File: src/rtl/mem_port_arbiter_pkg.sv
// Shared types and encodings for the CPU/DMA memory port arbiter.
package mem_port_arbiter_pkg;

   localparam int DEFAULT_WORD_SIZE = 16;

   typedef enum logic [1:0] {
      ARB_IDLE   = 2'd0,
      ARB_ACCESS = 2'd1,
      ARB_ACK    = 2'd2
   } arb_state_t;

   localparam logic OWNER_CPU = 1'b0;
   localparam logic OWNER_DMA = 1'b1;

endpackage

File: src/rtl/mem_port_arbiter_if.sv
// Signal bundle between the two requesters, the arbiter and the memory model.
interface mem_port_arbiter_if
   import mem_port_arbiter_pkg::*;
#(
   parameter int WORD_SIZE = DEFAULT_WORD_SIZE
);

   // Handshake: a requester raises req with we/addr/wdata and holds them stable
   // until it sees its one-cycle ack; it drops req or presents a new request on
   // the edge after the ack. rdata is valid from the ack onward.
   logic                 cpu_req;
   logic                 cpu_we;
   logic [WORD_SIZE-1:0] cpu_addr;
   logic [WORD_SIZE-1:0] cpu_wdata;
   logic                 cpu_ack;
   logic [WORD_SIZE-1:0] cpu_rdata;

   logic                 dma_req;
   logic                 dma_we;
   logic [WORD_SIZE-1:0] dma_addr;
   logic [WORD_SIZE-1:0] dma_wdata;
   logic                 dma_ack;
   logic [WORD_SIZE-1:0] dma_rdata;

   logic                 read_m;
   logic                 write_m;
   logic [WORD_SIZE-1:0] address;
   logic [WORD_SIZE-1:0] mem_wdata;
   logic [WORD_SIZE-1:0] mem_rdata;

   logic                 owner;
   logic                 busy;

   modport slave (
      input  cpu_req, cpu_we, cpu_addr, cpu_wdata,
      input  dma_req, dma_we, dma_addr, dma_wdata,
      input  mem_rdata,
      output cpu_ack, cpu_rdata, dma_ack, dma_rdata,
      output read_m, write_m, address, mem_wdata, owner, busy
   );

   modport master (
      output cpu_req, cpu_we, cpu_addr, cpu_wdata,
      output dma_req, dma_we, dma_addr, dma_wdata,
      output mem_rdata,
      input  cpu_ack, cpu_rdata, dma_ack, dma_rdata,
      input  read_m, write_m, address, mem_wdata, owner, busy
   );

endinterface

File: src/rtl/arb_starve_counter.sv
// Counts consecutive CPU grants taken while the DMA is waiting; limit_hit
// forces the next arbitration in favour of a pending DMA request.
module arb_starve_counter
   import mem_port_arbiter_pkg::*;
#(
   parameter int STARVE_LIMIT = 4
) (
   input  logic clk,
   input  logic reset_n,
   input  logic grant,
   input  logic grant_owner,
   input  logic dma_req,
   output logic limit_hit
);

   localparam int            CW    = $clog2(STARVE_LIMIT + 1);
   localparam logic [CW-1:0] LIMIT = CW'(STARVE_LIMIT);

   logic [CW-1:0] starve_cnt;

   always_ff @(posedge clk or negedge reset_n) begin
      if (!reset_n) begin
         starve_cnt <= '0;
      end else if (grant) begin
         if (grant_owner == OWNER_DMA || !dma_req) begin
            starve_cnt <= '0;
         end else if (starve_cnt != LIMIT) begin
            starve_cnt <= starve_cnt + CW'(1);
         end
      end
   end

   assign limit_hit = (starve_cnt == LIMIT);

endmodule

File: src/rtl/mem_port_arbiter.sv
// Shares one memory port between the CPU memory stage and a DMA engine:
// CPU priority with a DMA starvation bound, fixed-latency access, one-cycle ack.
module mem_port_arbiter
   import mem_port_arbiter_pkg::*;
#(
   parameter int WORD_SIZE    = DEFAULT_WORD_SIZE,
   parameter int MEM_LATENCY  = 2,
   parameter int STARVE_LIMIT = 4
) (
   input  logic               clk,
   input  logic               reset_n,
   mem_port_arbiter_if.slave  bus,
   output arb_state_t         dbg_state
);

   localparam int               CNT_W    = (MEM_LATENCY > 1) ? $clog2(MEM_LATENCY) : 1;
   localparam logic [CNT_W-1:0] CNT_LOAD = CNT_W'(MEM_LATENCY - 1);

   arb_state_t           state, state_next;
   logic [CNT_W-1:0]     cnt, cnt_next;
   logic                 lat_we, we_next;
   logic [WORD_SIZE-1:0] lat_addr, addr_next;
   logic [WORD_SIZE-1:0] lat_wdata, wdata_next;
   logic                 owner_q, owner_next;
   logic [WORD_SIZE-1:0] cpu_rdata_q, cpu_rdata_next;
   logic [WORD_SIZE-1:0] dma_rdata_q, dma_rdata_next;

   logic                 read_m_q, write_m_q;
   logic [WORD_SIZE-1:0] address_q, mem_wdata_q;
   logic                 cpu_ack_q, dma_ack_q, busy_q;

   logic                 grant;
   logic                 limit_hit;
   logic                 dma_wins;

   arb_starve_counter #(
      .STARVE_LIMIT (STARVE_LIMIT)
   ) u_starve (
      .clk         (clk),
      .reset_n     (reset_n),
      .grant       (grant),
      .grant_owner (owner_next),
      .dma_req     (bus.dma_req),
      .limit_hit   (limit_hit)
   );

   assign dma_wins = bus.dma_req && (!bus.cpu_req || limit_hit);

   always_comb begin
      state_next     = state;
      cnt_next       = cnt;
      we_next        = lat_we;
      addr_next      = lat_addr;
      wdata_next     = lat_wdata;
      owner_next     = owner_q;
      cpu_rdata_next = cpu_rdata_q;
      dma_rdata_next = dma_rdata_q;
      grant          = 1'b0;
      case (state)
         ARB_IDLE: begin
            if (bus.cpu_req || bus.dma_req) begin
               grant      = 1'b1;
               state_next = ARB_ACCESS;
               cnt_next   = CNT_LOAD;
               if (dma_wins) begin
                  owner_next = OWNER_DMA;
                  we_next    = bus.dma_we;
                  addr_next  = bus.dma_addr;
                  wdata_next = bus.dma_wdata;
               end else begin
                  owner_next = OWNER_CPU;
                  we_next    = bus.cpu_we;
                  addr_next  = bus.cpu_addr;
                  wdata_next = bus.cpu_wdata;
               end
            end
         end
         ARB_ACCESS: begin
            if (cnt == '0) begin
               state_next = ARB_ACK;
               // Memory read data is only valid on the final access cycle.
               if (!lat_we) begin
                  if (owner_q == OWNER_DMA) dma_rdata_next = bus.mem_rdata;
                  else                      cpu_rdata_next = bus.mem_rdata;
               end
            end else begin
               cnt_next = cnt - CNT_W'(1);
            end
         end
         ARB_ACK:  state_next = ARB_IDLE;
         default:  state_next = ARB_IDLE;
      endcase
   end

   // Port outputs are registered from the next-state values so strobes are glitch-free.
   always_ff @(posedge clk or negedge reset_n) begin
      if (!reset_n) begin
         state       <= ARB_IDLE;
         cnt         <= '0;
         lat_we      <= 1'b0;
         lat_addr    <= '0;
         lat_wdata   <= '0;
         owner_q     <= OWNER_CPU;
         cpu_rdata_q <= '0;
         dma_rdata_q <= '0;
         read_m_q    <= 1'b0;
         write_m_q   <= 1'b0;
         address_q   <= '0;
         mem_wdata_q <= '0;
         cpu_ack_q   <= 1'b0;
         dma_ack_q   <= 1'b0;
         busy_q      <= 1'b0;
      end else begin
         state       <= state_next;
         cnt         <= cnt_next;
         lat_we      <= we_next;
         lat_addr    <= addr_next;
         lat_wdata   <= wdata_next;
         owner_q     <= owner_next;
         cpu_rdata_q <= cpu_rdata_next;
         dma_rdata_q <= dma_rdata_next;
         read_m_q    <= (state_next == ARB_ACCESS) && !we_next;
         write_m_q   <= (state_next == ARB_ACCESS) && we_next;
         address_q   <= (state_next == ARB_ACCESS) ? addr_next : '0;
         mem_wdata_q <= (state_next == ARB_ACCESS && we_next) ? wdata_next : '0;
         cpu_ack_q   <= (state_next == ARB_ACK) && (owner_next == OWNER_CPU);
         dma_ack_q   <= (state_next == ARB_ACK) && (owner_next == OWNER_DMA);
         busy_q      <= (state_next != ARB_IDLE);
      end
   end

   assign bus.read_m    = read_m_q;
   assign bus.write_m   = write_m_q;
   assign bus.address   = address_q;
   assign bus.mem_wdata = mem_wdata_q;
   assign bus.cpu_ack   = cpu_ack_q;
   assign bus.dma_ack   = dma_ack_q;
   assign bus.cpu_rdata = cpu_rdata_q;
   assign bus.dma_rdata = dma_rdata_q;
   assign bus.owner     = owner_q;
   assign bus.busy      = busy_q;
   assign dbg_state     = state;

endmodule

File: src/flat_wrapper.sv
// flat-port wrapper written by rule: the top's interface ports become plain ports
module mem_port_arbiter_flat import mem_port_arbiter_pkg::*;
#(
   parameter int WORD_SIZE    = DEFAULT_WORD_SIZE,
   parameter int MEM_LATENCY  = 2,
   parameter int STARVE_LIMIT = 4
)
  (clk, reset_n, dbg_state, bus_cpu_req, bus_cpu_we, bus_cpu_addr, bus_cpu_wdata, bus_dma_req, bus_dma_we, bus_dma_addr, bus_dma_wdata, bus_mem_rdata, bus_cpu_ack, bus_cpu_rdata, bus_dma_ack, bus_dma_rdata, bus_read_m, bus_write_m, bus_address, bus_mem_wdata, bus_owner, bus_busy);
  mem_port_arbiter_if #(.WORD_SIZE(WORD_SIZE)) bus_i ();
  input  logic clk;
  input  logic reset_n;
  output arb_state_t dbg_state;
  input wire logic [$bits(bus_i.cpu_req)-1:0] bus_cpu_req;
  input wire logic [$bits(bus_i.cpu_we)-1:0] bus_cpu_we;
  input wire logic [$bits(bus_i.cpu_addr)-1:0] bus_cpu_addr;
  input wire logic [$bits(bus_i.cpu_wdata)-1:0] bus_cpu_wdata;
  input wire logic [$bits(bus_i.dma_req)-1:0] bus_dma_req;
  input wire logic [$bits(bus_i.dma_we)-1:0] bus_dma_we;
  input wire logic [$bits(bus_i.dma_addr)-1:0] bus_dma_addr;
  input wire logic [$bits(bus_i.dma_wdata)-1:0] bus_dma_wdata;
  input wire logic [$bits(bus_i.mem_rdata)-1:0] bus_mem_rdata;
  output wire logic [$bits(bus_i.cpu_ack)-1:0] bus_cpu_ack;
  output wire logic [$bits(bus_i.cpu_rdata)-1:0] bus_cpu_rdata;
  output wire logic [$bits(bus_i.dma_ack)-1:0] bus_dma_ack;
  output wire logic [$bits(bus_i.dma_rdata)-1:0] bus_dma_rdata;
  output wire logic [$bits(bus_i.read_m)-1:0] bus_read_m;
  output wire logic [$bits(bus_i.write_m)-1:0] bus_write_m;
  output wire logic [$bits(bus_i.address)-1:0] bus_address;
  output wire logic [$bits(bus_i.mem_wdata)-1:0] bus_mem_wdata;
  output wire logic [$bits(bus_i.owner)-1:0] bus_owner;
  output wire logic [$bits(bus_i.busy)-1:0] bus_busy;
  assign bus_i.cpu_req = bus_cpu_req;
  assign bus_i.cpu_we = bus_cpu_we;
  assign bus_i.cpu_addr = bus_cpu_addr;
  assign bus_i.cpu_wdata = bus_cpu_wdata;
  assign bus_i.dma_req = bus_dma_req;
  assign bus_i.dma_we = bus_dma_we;
  assign bus_i.dma_addr = bus_dma_addr;
  assign bus_i.dma_wdata = bus_dma_wdata;
  assign bus_i.mem_rdata = bus_mem_rdata;
  assign bus_cpu_ack = bus_i.cpu_ack;
  assign bus_cpu_rdata = bus_i.cpu_rdata;
  assign bus_dma_ack = bus_i.dma_ack;
  assign bus_dma_rdata = bus_i.dma_rdata;
  assign bus_read_m = bus_i.read_m;
  assign bus_write_m = bus_i.write_m;
  assign bus_address = bus_i.address;
  assign bus_mem_wdata = bus_i.mem_wdata;
  assign bus_owner = bus_i.owner;
  assign bus_busy = bus_i.busy;
  mem_port_arbiter #(.WORD_SIZE(WORD_SIZE), .MEM_LATENCY(MEM_LATENCY), .STARVE_LIMIT(STARVE_LIMIT)) u_core (.clk(clk), .reset_n(reset_n), .bus(bus_i), .dbg_state(dbg_state));
endmodule
File: config.mk
export PLATFORM = sky130hd
export DESIGN_NAME = mem_port_arbiter_flat
export DESIGN_NICKNAME = d
export VERILOG_FILES = /design/src/rtl/mem_port_arbiter_pkg.sv /design/src/rtl/mem_port_arbiter_if.sv /design/src/rtl/arb_starve_counter.sv /design/src/rtl/mem_port_arbiter.sv /design/src/flat_wrapper.sv
export SDC_FILE = /design/constraint.sdc
export NUM_CORES = 1
export LEC_CHECK = 0
export CORE_UTILIZATION = 35
export CTS_CLUSTER_SIZE = 14
export DETAILED_ROUTE_END_ITERATION = 8
export PLACE_DENSITY = 0.65
export SLEW_MARGIN = 5
export SYNTH_ARGS = -nofsm -noshare
export SYNTH_HDL_FRONTEND = slang
export SYNTH_SLANG_ARGS = --single-unit
File: constraint.sdc
create_clock -name clk -period 2.8 [get_ports clk]
set_input_delay 0.84 -clock clk [delete_from_list [all_inputs] [get_ports clk]]
set_output_delay 0.84 -clock clk [all_outputs]
set_load 0.01 [all_outputs]
==> Word-level counts from Yosys, hierarchy flattened <==
Index checks and enable logic that the tools add are counted.
{ "classes": {"addsub": 2, "n_eq_ne": 6, "n_mux": 24, "bitwise": 4, "n_reduce_logical": 19} }
{ "ops": {"columns": ["cell", "n"], "rows": [
  ["two-way mux 16 bit", 8],
  ["two-way mux 1 bit", 10],
  ["AND reduction 4 bit", 2],
  ["two-way mux 3 bit", 2],
  ["nonzero test 2 bit", 3],
  ["logical AND 1 bit", 5],
  ["equality test 2 x 1 -> 1 bit, second input constant", 2],
  ["two-way mux 2 bit", 2],
  ["NOT 1 bit", 4],
  ["case mux 2 bit (2 select lines)", 1],
  ["AND reduction 2 bit", 2],
  ["adder 3 x 1 -> 3 bit, second input constant", 1],
  ["equality test 3 bit, second input constant", 1],
  ["logical NOT 1 bit", 3],
  ["logical OR 1 bit", 3],
  ["inequality test 3 bit, second input constant", 1],
  ["equality test 2 bit, second input constant", 1],
  ["logical NOT 2 bit", 1],
  ["inequality test 2 x 1 -> 1 bit, second input constant", 1],
  ["case mux 1 bit (2 select lines)", 1],
  ["subtractor 1 bit, second input constant", 1]
]} }
{ "totals": {"register_bits": 109, "input_bits": 86, "output_inout_bits": 72, "wordCells": 71} }

==> Longest topological paths before layout <==
Gate-level depths: netlist of the first run.
{ "depth": {"depth_word": 9, "depth_mapped": 7, "ltp_nobuf": 6} }

==> By module <==
From an unflattened synthesis of the first run, not the netlist that was laid out.
{ "unflattened": {"hier_cells": 370, "area_unflattened_um2": 4425.5} }
{ "by_module_without_submodules": {"columns": ["module", "n_inst", "cells_per_inst", "area_per_inst_um2", "seq_area_each_um2"], "rows": [
  ["mem_port_arbiter", 1, 350, 4242.8, 2652.5],
  ["arb_starve_counter", 1, 20, 182.7, 75.1]
]} }

==> Least setup slack after synthesis of the first run <==
OpenSTA, ideal clock, no wires.
{ "synth_timing": {"kind": "input port to flip-flop", "from": "input port bus_dma_req", "to": "register u_core.mem_wdata_q[10] (netlist: u_core.bus.mem_wdata[10])", "setup_time_ns": 0.141, "arrival_time_ns": 1.880, "required_ns": 2.659, "setup_slack_ns": 0.778, "cell_stages": 6, "path_buffers": 2, "cell_sequence": "or2_1 > and2_1 > buf_4 > o221ai_4 > buf_6 > a311oi_2"} }
{ "synth_between": {"elab_chain_len": 6, "elab_cells_between_ends": 13, "classes_between": "eq/ne: 1; mux: 9; reduce/logical: 3"} }
{ "synth_lines": {"columns": ["item", "line", "source"], "rows": [
  ["start: declaration", "flat_wrapper.sv:17", "input wire logic [$bits(bus_i.dma_req)-1:0] bus_dma_req;"],
  ["logical OR 1 bit or logical AND 1 bit (tied branches)", "mem_port_arbiter.sv:61, mem_port_arbiter.sv:47", null],
  ["two-way mux 2 bit or two-way mux 1 bit (tied branches)", "mem_port_arbiter.sv:61, mem_port_arbiter.sv:65", null],
  ["case mux 2 bit (2 select lines) or two-way mux 1 bit (tied branches)", "mem_port_arbiter.sv:59, mem_port_arbiter.sv:61", null],
  ["equality test 2 x 1 -> 1 bit or two-way mux 1 bit (tied branches)", "mem_port_arbiter.sv:125, mem_port_arbiter.sv:59", null],
  ["logical AND 1 bit", "mem_port_arbiter.sv:125", "mem_wdata_q <= (state_next == ARB_ACCESS && we_next) ? wdata_next : '0;"],
  ["two-way mux 16 bit *", "mem_port_arbiter.sv:125", null],
  ["end signal: assignment", "mem_port_arbiter.sv:125", null],
  ["end: declaration", "mem_port_arbiter.sv:29", "logic [WORD_SIZE-1:0] address_q, mem_wdata_q;"]
]} }
Every way passes the cells marked *; elsewhere a longest branch is shown, timed or not.
A chain may end at the register's enable or synchronous reset.

==> Final worst setup path of the first run <==
{ "layout_timing": {"from": "input port bus_dma_req", "to": "register u_core.mem_wdata_q[11] (netlist: u_core.bus.mem_wdata[11])"} }
Same word-level chain as after synthesis.

==> flow_metrics.env, run 1 <==
export IMPL_synth_top_family_by_area="simple AND/OR/NAND/NOR gates"
export IMPL_synth_most_common_cell="dfrtp_1"
export IMPL_swShare=0.337
export IMPL_area_growth_syn_to_layout_pct=47.8
export IMPL_synth_cell_types=38
export IMPL_grt_pass1_vias=3406
export IMPL_cts_tree="done"
export IMPL_clock_latency_ns=0.34
export IMPL_cp_start_kind="primary input"
export IMPL_cp_arrival_ns=2.62
export IMPL_fin_tns_setup_ns=0
export IMPL_globalplace_congestion=0.759
export IMPL_grt_max_degree=55
export IMPL_crit_family="buffers and inverters"
export IMPL_cts_buffers=9
export IMPL_die_width_um=114
export IMPL_yosysTopAreaCell="dfrtp_1"
export IMPL_ctsResizeCount=0
export IMPL_pwr_share_comb=0.448
export IMPL_ys_seq_elements=109
export IMPL_synth_fa_ha_area_frac=0.00569
export IMPL_vias_per_cell=4.90
export IMPL_grt_pass1_wl_mm=17.0
export IMPL_drc=0
export IMPL_slew_headroom=0.664
export IMPL_setup_worst_path_class="primary input to register"
export IMPL_synth_area_top_cells="dfrtp_1 62%, mux2_2 7.9%, nor2_1 4.2%, a311oi_2 3.1%, nand2_1 3.0%"
export IMPL_path_clk_slew_ns=0.07
export IMPL_worst_slack_ns=0.421
export IMPL_drt_pass1_iter_count=5
export IMPL_crit_slowest_cell="clkdlybuf4s50_1"
export IMPL_fmax_ghz=0.420
export IMPL_path_cells="clkdlybuf4s50_1 -> or2_1 -> and2_2 -> buf_12 -> nor2_1 -> a311oi_2"
export IMPL_synth_common_cells="109 x dfrtp_1, 49 x nor2_1, 35 x nand2_1"
export IMPL_ys_dominant_reg_cell="dfrtp_1"
export IMPL_grt_overflow=0
export IMPL_wl_mm=10.5
export IMPL_p_per_area_nw_per_um2=1060
export IMPL_finalSetupViolations=0
export IMPL_reg2reg_from="u_core.dbg_state[0]$_DFF_PN0_"
export IMPL_timing_final_crit_share=0.850
export IMPL_drive_gt1_frac=0.156
export IMPL_wire_per_inst_um=15.0
export IMPL_max_cap_violations=0
export IMPL_seqPwrFrac=0.379
export IMPL_dr_first_iter_drc_count=211
export IMPL_rrSetupSlack_ns=0.90
export IMPL_holdCritPathClass="primary input to async pin"
export IMPL_report_final_slew_viol_count=0
export IMPL_portBuffers=157
export IMPL_rsz0062_at_grt="no"
export IMPL_synth_compound_area_frac=0.119
export IMPL_min_period_ns=2.38
export IMPL_ir_drop_mv=0.441
export IMPL_vias=3433
export IMPL_p_leak_nw=2.73
export IMPL_clock_sinks=109
export IMPL_hpwl_mm=7.69
export IMPL_fin_nets=615
export IMPL_syn_inst=364
export IMPL_grt_usage=0.168
export IMPL_antenna_left=0
export IMPL_ioPinCount=158
export IMPL_cp_max_fo=54
export IMPL_synth_edf_count=0
export IMPL_die_area_sq_um=13000
export IMPL_holdBufCountCts=0
export IMPL_cts_max_path_buffers=2
export IMPL_switchingPower_w=0.00231
export IMPL_dpl_worst_slack_ns=0.0607
export IMPL_status="finished clean"
export IMPL_antenna_found_initial=0
export IMPL_worst_ep_required_time_ns=3.04
export IMPL_h_tree_depth=3
export IMPL_endpoint_kind="register"
export IMPL_synthArstFlopShare=1.00
export IMPL_diodes=0
export IMPL_clockRootBuffer="clkbuf_16"
export IMPL_synth_nets=452
export IMPL_coreArea_sq_um=12100
export IMPL_ys_seq_area_frac=0.620
export IMPL_avgSynthCellArea_sq_um=12.1
export IMPL_die_h_um=114
export IMPL_synthSimpleGateAreaFrac=0.138
export IMPL_crit_buf_inv=2
export IMPL_synth_mux_area_frac=0.0844
export IMPL_clkPwrFrac=0.173
export IMPL_hold_viol_final=0
export IMPL_tightestPinTransition_ns=0.503
export IMPL_synth_top_area_share=0.620
export IMPL_clock_skew_ns=0.00716
export IMPL_fp_row_count=40
export IMPL_yosysWarnings=0
export IMPL_start_util=0.363
export IMPL_cts_setup_buffers=0
export IMPL_p_int_w=0.00455
export IMPL_crit_start="bus_dma_req"
export IMPL_slowest_delay_ns=0.65
export IMPL_syn_area_sq_um=4400
export IMPL_synthXorXnorAreaFrac=0
==> metrics by stage <==
stage | cells | total power, W | area, sq um | hold WS, ns | utilization
after floorplan | 364 | 0.00425 | 4400 | 0.452 | -
after global placement | 684 | 0.00565 | 6230 | 0.462 | 0.514
after detailed placement | 684 | 0.00575 | 6230 | 0.471 | 0.514
after CTS | 700 | 0.00695 | 6510 | 0.481 | 0.537
after global routing | 700 | 0.00734 | 6510 | 0.495 | 0.537
final | 700 | 0.00687 | 6510 | 0.467 | 0.537
==> logic make-up after synthesis <==
family | count (synthesis)
buffers and inverters | 29
adder cells (fa/ha/maj) | 2
flip-flops | 109
AO/OA/AOI/OAI | 60
multiplexers | 33
AND/OR/NAND/NOR | 131
==> per-layer routing <==
metal / part of all wire / track usage / vias to the layer above
li1: - / - / 1621
met1: 0.46 / 0.219 / 1687
met2: 0.47 / 0.274 / 117
met3: 0.068 / 0.0487 / 8
met4: 0.0099 / 0.0442 / 0
met5: 0 / 0 / -
==> sequential cells by signal, indices dropped and copies added (netlist names), 2 cells and up <==
register                    count
u_core.bus.cpu_rdata           16
u_core.dbg_state                2
u_core.bus.mem_wdata           16
u_core.bus.dma_rdata           16
u_core.lat_wdata               16
u_core.u_starve.starve_cnt      3
u_core.lat_addr                16
u_core.bus.address             16
==> worst paths after layout <==
kind / endpoint / depth (start not counted)
worst min register to register: u_core.lat_addr[11]$_DFF_PN0_ / 2
worst min-delay path: u_core.lat_wdata[13]$_DFF_PN0_ / 1
worst max-delay path: u_core.bus.mem_wdata[11]$_DFF_PN0_ / 6
min in group clk: u_core.lat_addr[11]$_DFF_PN0_ / 2
max in group asynchronous: u_core.bus.address[11]$_DFF_PN0_ / 2
worst max register to register: u_core.bus.mem_wdata[11]$_DFF_PN0_ / 5
==> layout by cell type, fill, tap and decap left out, types with 14 or more instances in the layout <==
cell / count
nand2_1: 35
a211oi_1: 16
a31oi_1: 16
dfrtp_1: 109
clkdlybuf4s50_1: 156
buf_4: 14
nor3_1: 18
nor2_1: 49
mux2_2: 31
and3_1: 16
==> cell type report <==
class                      instances  area, sq um
fill                            1112         5600
sequential                       109         2730
timing repair buffer             173         1730
multi-input combinational        226         1530
clock buffer                      11          243
tap                              168          210
clock inverter                     5         36.3
inverter                           8         35.0
==> power groups by stage <==
stage | sequential, W | combinational, W | clock (W)
2_1_floorplan | 0.00282 | 0.00143 | 0
3_3_place_gp | 0.00262 | 0.00302 | 0
3_5_place_dp | 0.00264 | 0.00311 | 0
4_1_cts | 0.00261 | 0.00312 | 0.00122
5_1_grt | 0.00269 | 0.00337 | 0.00128
6_report | 0.00260 | 0.00308 | 0.00119
(Power assumes the default switching activity.)
==> run 2: changes to the inputs <==
- PLACE_DENSITY: 0.65 -> 0.68
- clock period: 2.8 -> 2.1 ns (I/O delays scaled with it)
==> run 2 against run 1 <==
  * Non-clock buffer count grew 12
  * Sequential share of layout area fell by 0.90 points
  * Clock power up 45%
  * Count of clock-buffer cells in the layout fell by 1
  * Die area unchanged
  * Hold slack got worse by 0.21 ns
  * Sequential power increased by 33%
  * Cell area increased by 2.2%
  * First-iteration DRC count down 14%
  * Clock skew barely moved
  * Wire length grew 0.97%
  * Critical path type is now register to output port
  * Largest cell class unchanged
==> flow_metrics.env, run 2 (synthesis gave the netlist of run 1 again) <==
export IMPL_drc=0
export IMPL_final_util=0.549
export IMPL_endpoint_kind="output port"
export IMPL_fmax_ghz=0.492
export IMPL_cp_max_fo=4
export IMPL_wl_mm=10.6
export IMPL_m1WireLength_mm=4.54
export IMPL_cp_arrival_ns=1.40
export IMPL_seqCellArea_sq_um=2730
export IMPL_slowest_delay_ns=0.61
export IMPL_grt_overflow=0
export IMPL_start_util=0.363
export IMPL_drive_gt1_frac=0.176
export IMPL_setup_worst_path_class="register to output port"
export IMPL_p_per_area_nw_per_um2=1420
export IMPL_vias=3420
export IMPL_multiInputGateArea_sq_um=1530
export IMPL_cp_start_kind="register"
export IMPL_min_period_ns=2.03
export IMPL_holdBufCountCts=0
export IMPL_crit_slowest_cell="clkdlybuf4s50_1"
export IMPL_antenna_found_initial=0
export IMPL_fin_nets=627
export IMPL_timing_final_crit_share=0.968
export IMPL_nFillCells=1085
export IMPL_hpwl_mm=8.12
export IMPL_grt_max_degree=42
export IMPL_diodes=0
export IMPL_drt_pass1_iter_count=4
export IMPL_p_total_w=0.00942
export IMPL_cts_setup_buffers=0
export IMPL_layout_commonest_cell="clkdlybuf4s50_1"
export IMPL_die_area_sq_um=13000
export IMPL_wl_met3_um=767
export IMPL_ioPinCount=158
export IMPL_timing_hold_ws_ns=0.257
export IMPL_layout_common_cells="155 x clkdlybuf4s50_1, 109 x dfrtp_1, 49 x nor2_1"
export IMPL_antenna_left=0
export IMPL_dr_wl_met2_mm=5.18
export IMPL_crit_buf_inv=1
export IMPL_grt_pass1_vias=3324
export IMPL_cts_tree="done"
export IMPL_top_layer="met5"
export IMPL_fp_row_count=40
export IMPL_tightestPinTransition_ns=0.505
export IMPL_p_leak_nw=2.83
export IMPL_finalSetupViolations=0
export IMPL_die_width_um=114
export IMPL_grt_pass1_wl_mm=16.6
export IMPL_path_cells="clkdlybuf4s50_1"
export IMPL_hold_viol_final=0
export IMPL_dr_first_iter_drc_count=182
export IMPL_status="finished clean"
export IMPL_max_cap_violations=0
export IMPL_vias_per_cell=4.80
export IMPL_path_clk_slew_ns=0.07
export IMPL_clock_skew_ns=0.00672
export IMPL_report_final_slew_viol_count=0
export IMPL_portBuffers=157
export IMPL_holdCritPathClass="primary input to async pin"
export IMPL_coreArea_sq_um=12100
export IMPL_ir_drop_mv=0.439
export IMPL_clockRootBuffer="clkbuf_16"
export IMPL_crit_family="buffers and inverters"
export IMPL_die_h_um=114
export IMPL_globalplace_congestion=0.760
export IMPL_area_growth_syn_to_layout_pct=51.1
export IMPL_worst_ep_required_time_ns=1.47
export IMPL_h_tree_depth=3
export IMPL_clock_sinks=109
export IMPL_rsz0062_at_grt="no"
export IMPL_cts_max_path_buffers=2
export IMPL_cts_buffers=9
export IMPL_clock_latency_ns=0.34
export IMPL_wire_per_inst_um=14.9
export IMPL_grt_usage=0.167
export IMPL_slew_headroom=0.664
run 2: through the flow:
step | area, sq um | setup slack (ns) | cells | setup TNS [ns]
2_1_floorplan | 4400 | 0.288 | 364 | 0
3_3_place_gp | 6330 | -0.317 | 696 | -12.57
3_5_place_dp | 6330 | -0.418 | 696 | -16.43
4_1_cts | 6640 | 0.0213 | 712 | 0
5_1_grt | 6650 | 0.00695 | 712 | 0
6_report | 6650 | 0.0672 | 712 | 0
run 2: where the power goes:
part           leakage, nW  switching, W  internal, W  total (W)
Combinational         1.36       0.00196      0.00226    0.00423
Clock                0.153      0.000752     0.000968    0.00172
Sequential            1.32      0.000403      0.00307    0.00347
run 2: area by class of cell:
class,count,area share
inverters,8,0.00527
well taps,168,0.0316
repair buffers,185,0.277
flip-flops and latches,109,0.410
clock buffers,10,0.0359
clock inverters,6,0.0105
multi-input cells,226,0.230
run 2: metal layers:
metal	track usage	vias to the layer above
li1	-	1636
met1	0.207	1646
met2	0.280	126
met3	0.0413	10
met4	0.0658	2
met5	0	-
run 2: repair_timing:
action,CTS,global route
endpoints found under the setup margin,11,14
resized for setup,1,2
hold endpoints to repair,0,0
run 2: worst paths after layout:
kind,startpoint,cells past startpoint,slack [ns],to
setup / recovery,u_core.bus.owner$_DFF_PN0_,1,0.07,bus_owner
hold / removal,reset_n,1,0.26,u_core.bus.mem_wdata[12]$_DFF_PN0_
setup reg to reg,u_core.u_starve.starve_cnt[0]$_DFFE_PN0P_,8,0.31,u_core.bus.mem_wdata[12]$_DFF_PN0_
hold reg to reg,u_core.lat_addr[10]$_DFF_PN0_,2,0.48,u_core.lat_addr[10]$_DFF_PN0_
max in group asynchronous,reset_n,2,1.26,u_core.bus.address[14]$_DFF_PN0_
min in group clk,u_core.lat_addr[10]$_DFF_PN0_,2,0.48,u_core.lat_addr[10]$_DFF_PN0_
==> run 3: changes to the inputs <==
- GPL_ROUTABILITY_DRIVEN: unset -> 0
- PLACE_DENSITY: 0.68 -> 0.67
- SYNTH_HIERARCHICAL: unset -> 1
==> run 3 against run 2 <==
  * Count of clock-buffer cells in the layout unchanged
  * Critical path depth is the same
  * Highest routed layer is now met4
  * Critical path type unchanged
  * Via count increased by 2.6%
  * Largest cell class unchanged
  * Largest power group unchanged
  * Final cell count up 0.28%
  * Fmax shrank 0.18%
  * Wire length rose by 5.7%
  * Register-to-register slack got worse by 0.20 ns
==> flow_metrics.env, run 3 <==
export IMPL_crit_buf_inv=1
export IMPL_grt_max_degree=41
export IMPL_cp_max_fo=6
export IMPL_synthSimpleGateAreaFrac=0.142
export IMPL_wire_per_inst_um=15.7
export IMPL_max_cap_violations=0
export IMPL_dpl_worst_slack_ns=-0.292
export IMPL_die_area_sq_um=13100
export IMPL_holdBufCountCts=0
export IMPL_ioPinCount=158
export IMPL_setup_worst_path_class="register to output port"
export IMPL_start_util=0.364
export IMPL_ys_seq_elements=109
export IMPL_area_growth_syn_to_layout_pct=52.3
export IMPL_ir_drop_mv=0.607
export IMPL_fin_nets=629
export IMPL_synth_top_area_share=0.616
export IMPL_layout_common_cells="154 x clkdlybuf4s50_1, 108 x dfrtp_1, 51 x nor2_1"
export IMPL_die_width_um=114
export IMPL_vias_per_cell=4.91
export IMPL_wl_mm=11.2
export IMPL_slowest_delay_ns=0.61
export IMPL_syn_inst=370
export IMPL_min_period_ns=2.04
export IMPL_yosysTopAreaCell="dfrtp_1"
export IMPL_fp_row_count=40
export IMPL_syn_area_sq_um=4430
export IMPL_cp_arrival_ns=1.41
export IMPL_portBuffers=157
export IMPL_timing_final_crit_share=0.970
export IMPL_antenna_found_initial=0
export IMPL_cts_buffers=9
export IMPL_finalSetupViolations=0
export IMPL_crit_slowest_cell="clkdlybuf4s50_1"
export IMPL_endpoint_kind="output port"
export IMPL_path_clk_slew_ns=0.07
export IMPL_holdCritPathClass="primary input to async pin"
export IMPL_synth_compound_area_frac=0.116
export IMPL_synth_area_top_cells="dfrtp_1 62%, mux2_2 7.6%, nor2_1 4.3%, a311oi_2 3.1%, nand2_1 3.1%"
export IMPL_layout_commonest_cell="clkdlybuf4s50_1"
export IMPL_hold_viol_final=0
export IMPL_slew_headroom=0.689
export IMPL_synth_top_family_by_area="simple AND/OR/NAND/NOR gates"
export IMPL_ys_dominant_reg_cell="dfrtp_1"
export IMPL_crit_family="buffers and inverters"
export IMPL_coreArea_sq_um=12200
export IMPL_clockRootBuffer="clkbuf_16"
export IMPL_grt_overflow=0
export IMPL_synth_mux_area_frac=0.0837
export IMPL_synth_cell_types=39
export IMPL_drc=0
export IMPL_clock_latency_ns=0.35
export IMPL_report_final_slew_viol_count=0
export IMPL_synth_fa_ha_area_frac=0.00565
export IMPL_h_tree_depth=3
export IMPL_vias=3509
export IMPL_worst_slack_ns=0.0635
export IMPL_drive_gt1_frac=0.176
export IMPL_final_util=0.554
export IMPL_grt_pass1_wl_mm=17.4
export IMPL_dr_first_iter_drc_count=211
export IMPL_clock_skew_ns=0.00821
export IMPL_cts_tree="done"
export IMPL_synth_common_cells="109 x dfrtp_1, 51 x nor2_1, 36 x nand2_1"
export IMPL_fmax_ghz=0.491
export IMPL_clock_sinks=109
export IMPL_synthXorXnorAreaFrac=0
export IMPL_status="finished clean"
export IMPL_path_cells="clkdlybuf4s50_1"
export IMPL_avgSynthCellArea_sq_um=12.0
export IMPL_worst_ep_required_time_ns=1.47
export IMPL_synth_nets=458
export IMPL_p_per_area_nw_per_um2=1420
export IMPL_ys_seq_area_frac=0.616
export IMPL_antenna_left=0
export IMPL_cp_start_kind="register"
export IMPL_synth_most_common_cell="dfrtp_1"
export IMPL_cts_max_path_buffers=2
export IMPL_drt_pass1_iter_count=6
export IMPL_rsz0062_at_grt="no"
export IMPL_tightestPinTransition_ns=0.467
export IMPL_synthArstFlopShare=1.00
export IMPL_synth_edf_count=0
export IMPL_p_leak_nw=2.88
export IMPL_hpwl_mm=7.98
export IMPL_yosysWarnings=6
export IMPL_grt_usage=0.174
export IMPL_die_h_um=114
export IMPL_grt_pass1_vias=3476
export IMPL_diodes=0
run 3: cell types whose count changed in the layout (fill, tap and decap cells not counted), sizes merged, moves of 2 or more:
cell | previous run | this run
nor2b | 0 | 2
nand4 | 2 | 0
a21boi | 3 | 1
clkbuf | 10 | 12
a21oi | 0 | 2
buf | 29 | 24
run 3: path summary, 6_finish.rpt:
| kind | startpoint | slack, ns | to | cells past startpoint |
|---|---|---|---|---|
| worst max-delay path | u_core/dbg_state[0]$_DFF_PN0_ | 0.06 | dbg_state[0] | 1 |
| worst min register to register | u_core/bus.cpu_rdata[7]$_DFFE_PN0P_ | 0.49 | u_core/bus.cpu_rdata[7]$_DFFE_PN0P_ | 1 |
| worst max register to register | u_core/u_starve/starve_cnt[0]$_DFFE_PN0P_ | 0.11 | u_core/bus.mem_wdata[6]$_DFF_PN0_ | 9 |
| worst min-delay path | reset_n | 0.24 | u_core/bus.mem_wdata[15]$_DFF_PN0_ | 1 |
| min in group clk | u_core/bus.cpu_rdata[7]$_DFFE_PN0P_ | 0.49 | u_core/bus.cpu_rdata[7]$_DFFE_PN0P_ | 1 |
| max in group asynchronous | reset_n | 1.30 | u_core/bus.owner$_DFF_PN0_ | 2 |
run 3: per-layer routing:
| metal | track usage | vias to the layer above | part of all wire |
|---|---|---|---|
| met5 | 0 | - | 0 |
| met4 | 0.0753 | 0 | 0.015 |
| met3 | 0.0302 | 10 | 0.050 |
| met2 | 0.288 | 117 | 0.49 |
| met1 | 0.226 | 1728 | 0.44 |
| li1 | - | 1654 | - |
run 3: power breakdown:
part / switching, W / internal, W
Combinational: 0.00202 / 0.00239
Clock: 0.000775 / 0.000939
Sequential: 0.000402 / 0.00306
Total: 0.00320 / 0.00639
run 3: cell type report:
cell class                      count  area, sq um
Clock buffer                       10          229
Sequential cell                   109         2730
Multi-Input combinational cell    230         1570
Timing Repair Buffer              182         1900
Fill cell                        1043         5420
Clock inverter                      6         71.3
Inverter                            9         38.8
Tap cell                          168          210
run 3: repair_timing:
action | CTS | global route
resized for setup | 0 | 10
setup buffers | 0 | 2
endpoints found under the setup margin | 0 | 24
run 3: metrics by stage:
stage	cell area, sq um	total power (W)	hold WS [ns]	TNS (ns)	cells
after detailed placement	6340	0.00773	0.474	-14.96	694
after global placement	6340	0.00757	0.462	-11.19	694
after CTS	6640	0.00948	0.245	0	710
after floorplan	4430	0.00561	0.334	0	370
after global routing	6740	0.0102	0.270	0	714
final	6740	0.00959	0.238	0	714
run 3: kinds of logic after synthesis:
| group | count (synthesis) |
|---|---|
| adder cells (fa/ha/maj) | 2 |
| AND/OR/NAND/NOR | 135 |
| AO/OA/AOI/OAI | 60 |
| flip-flops | 109 |
| multiplexers | 33 |
| buffers and inverters | 31 |
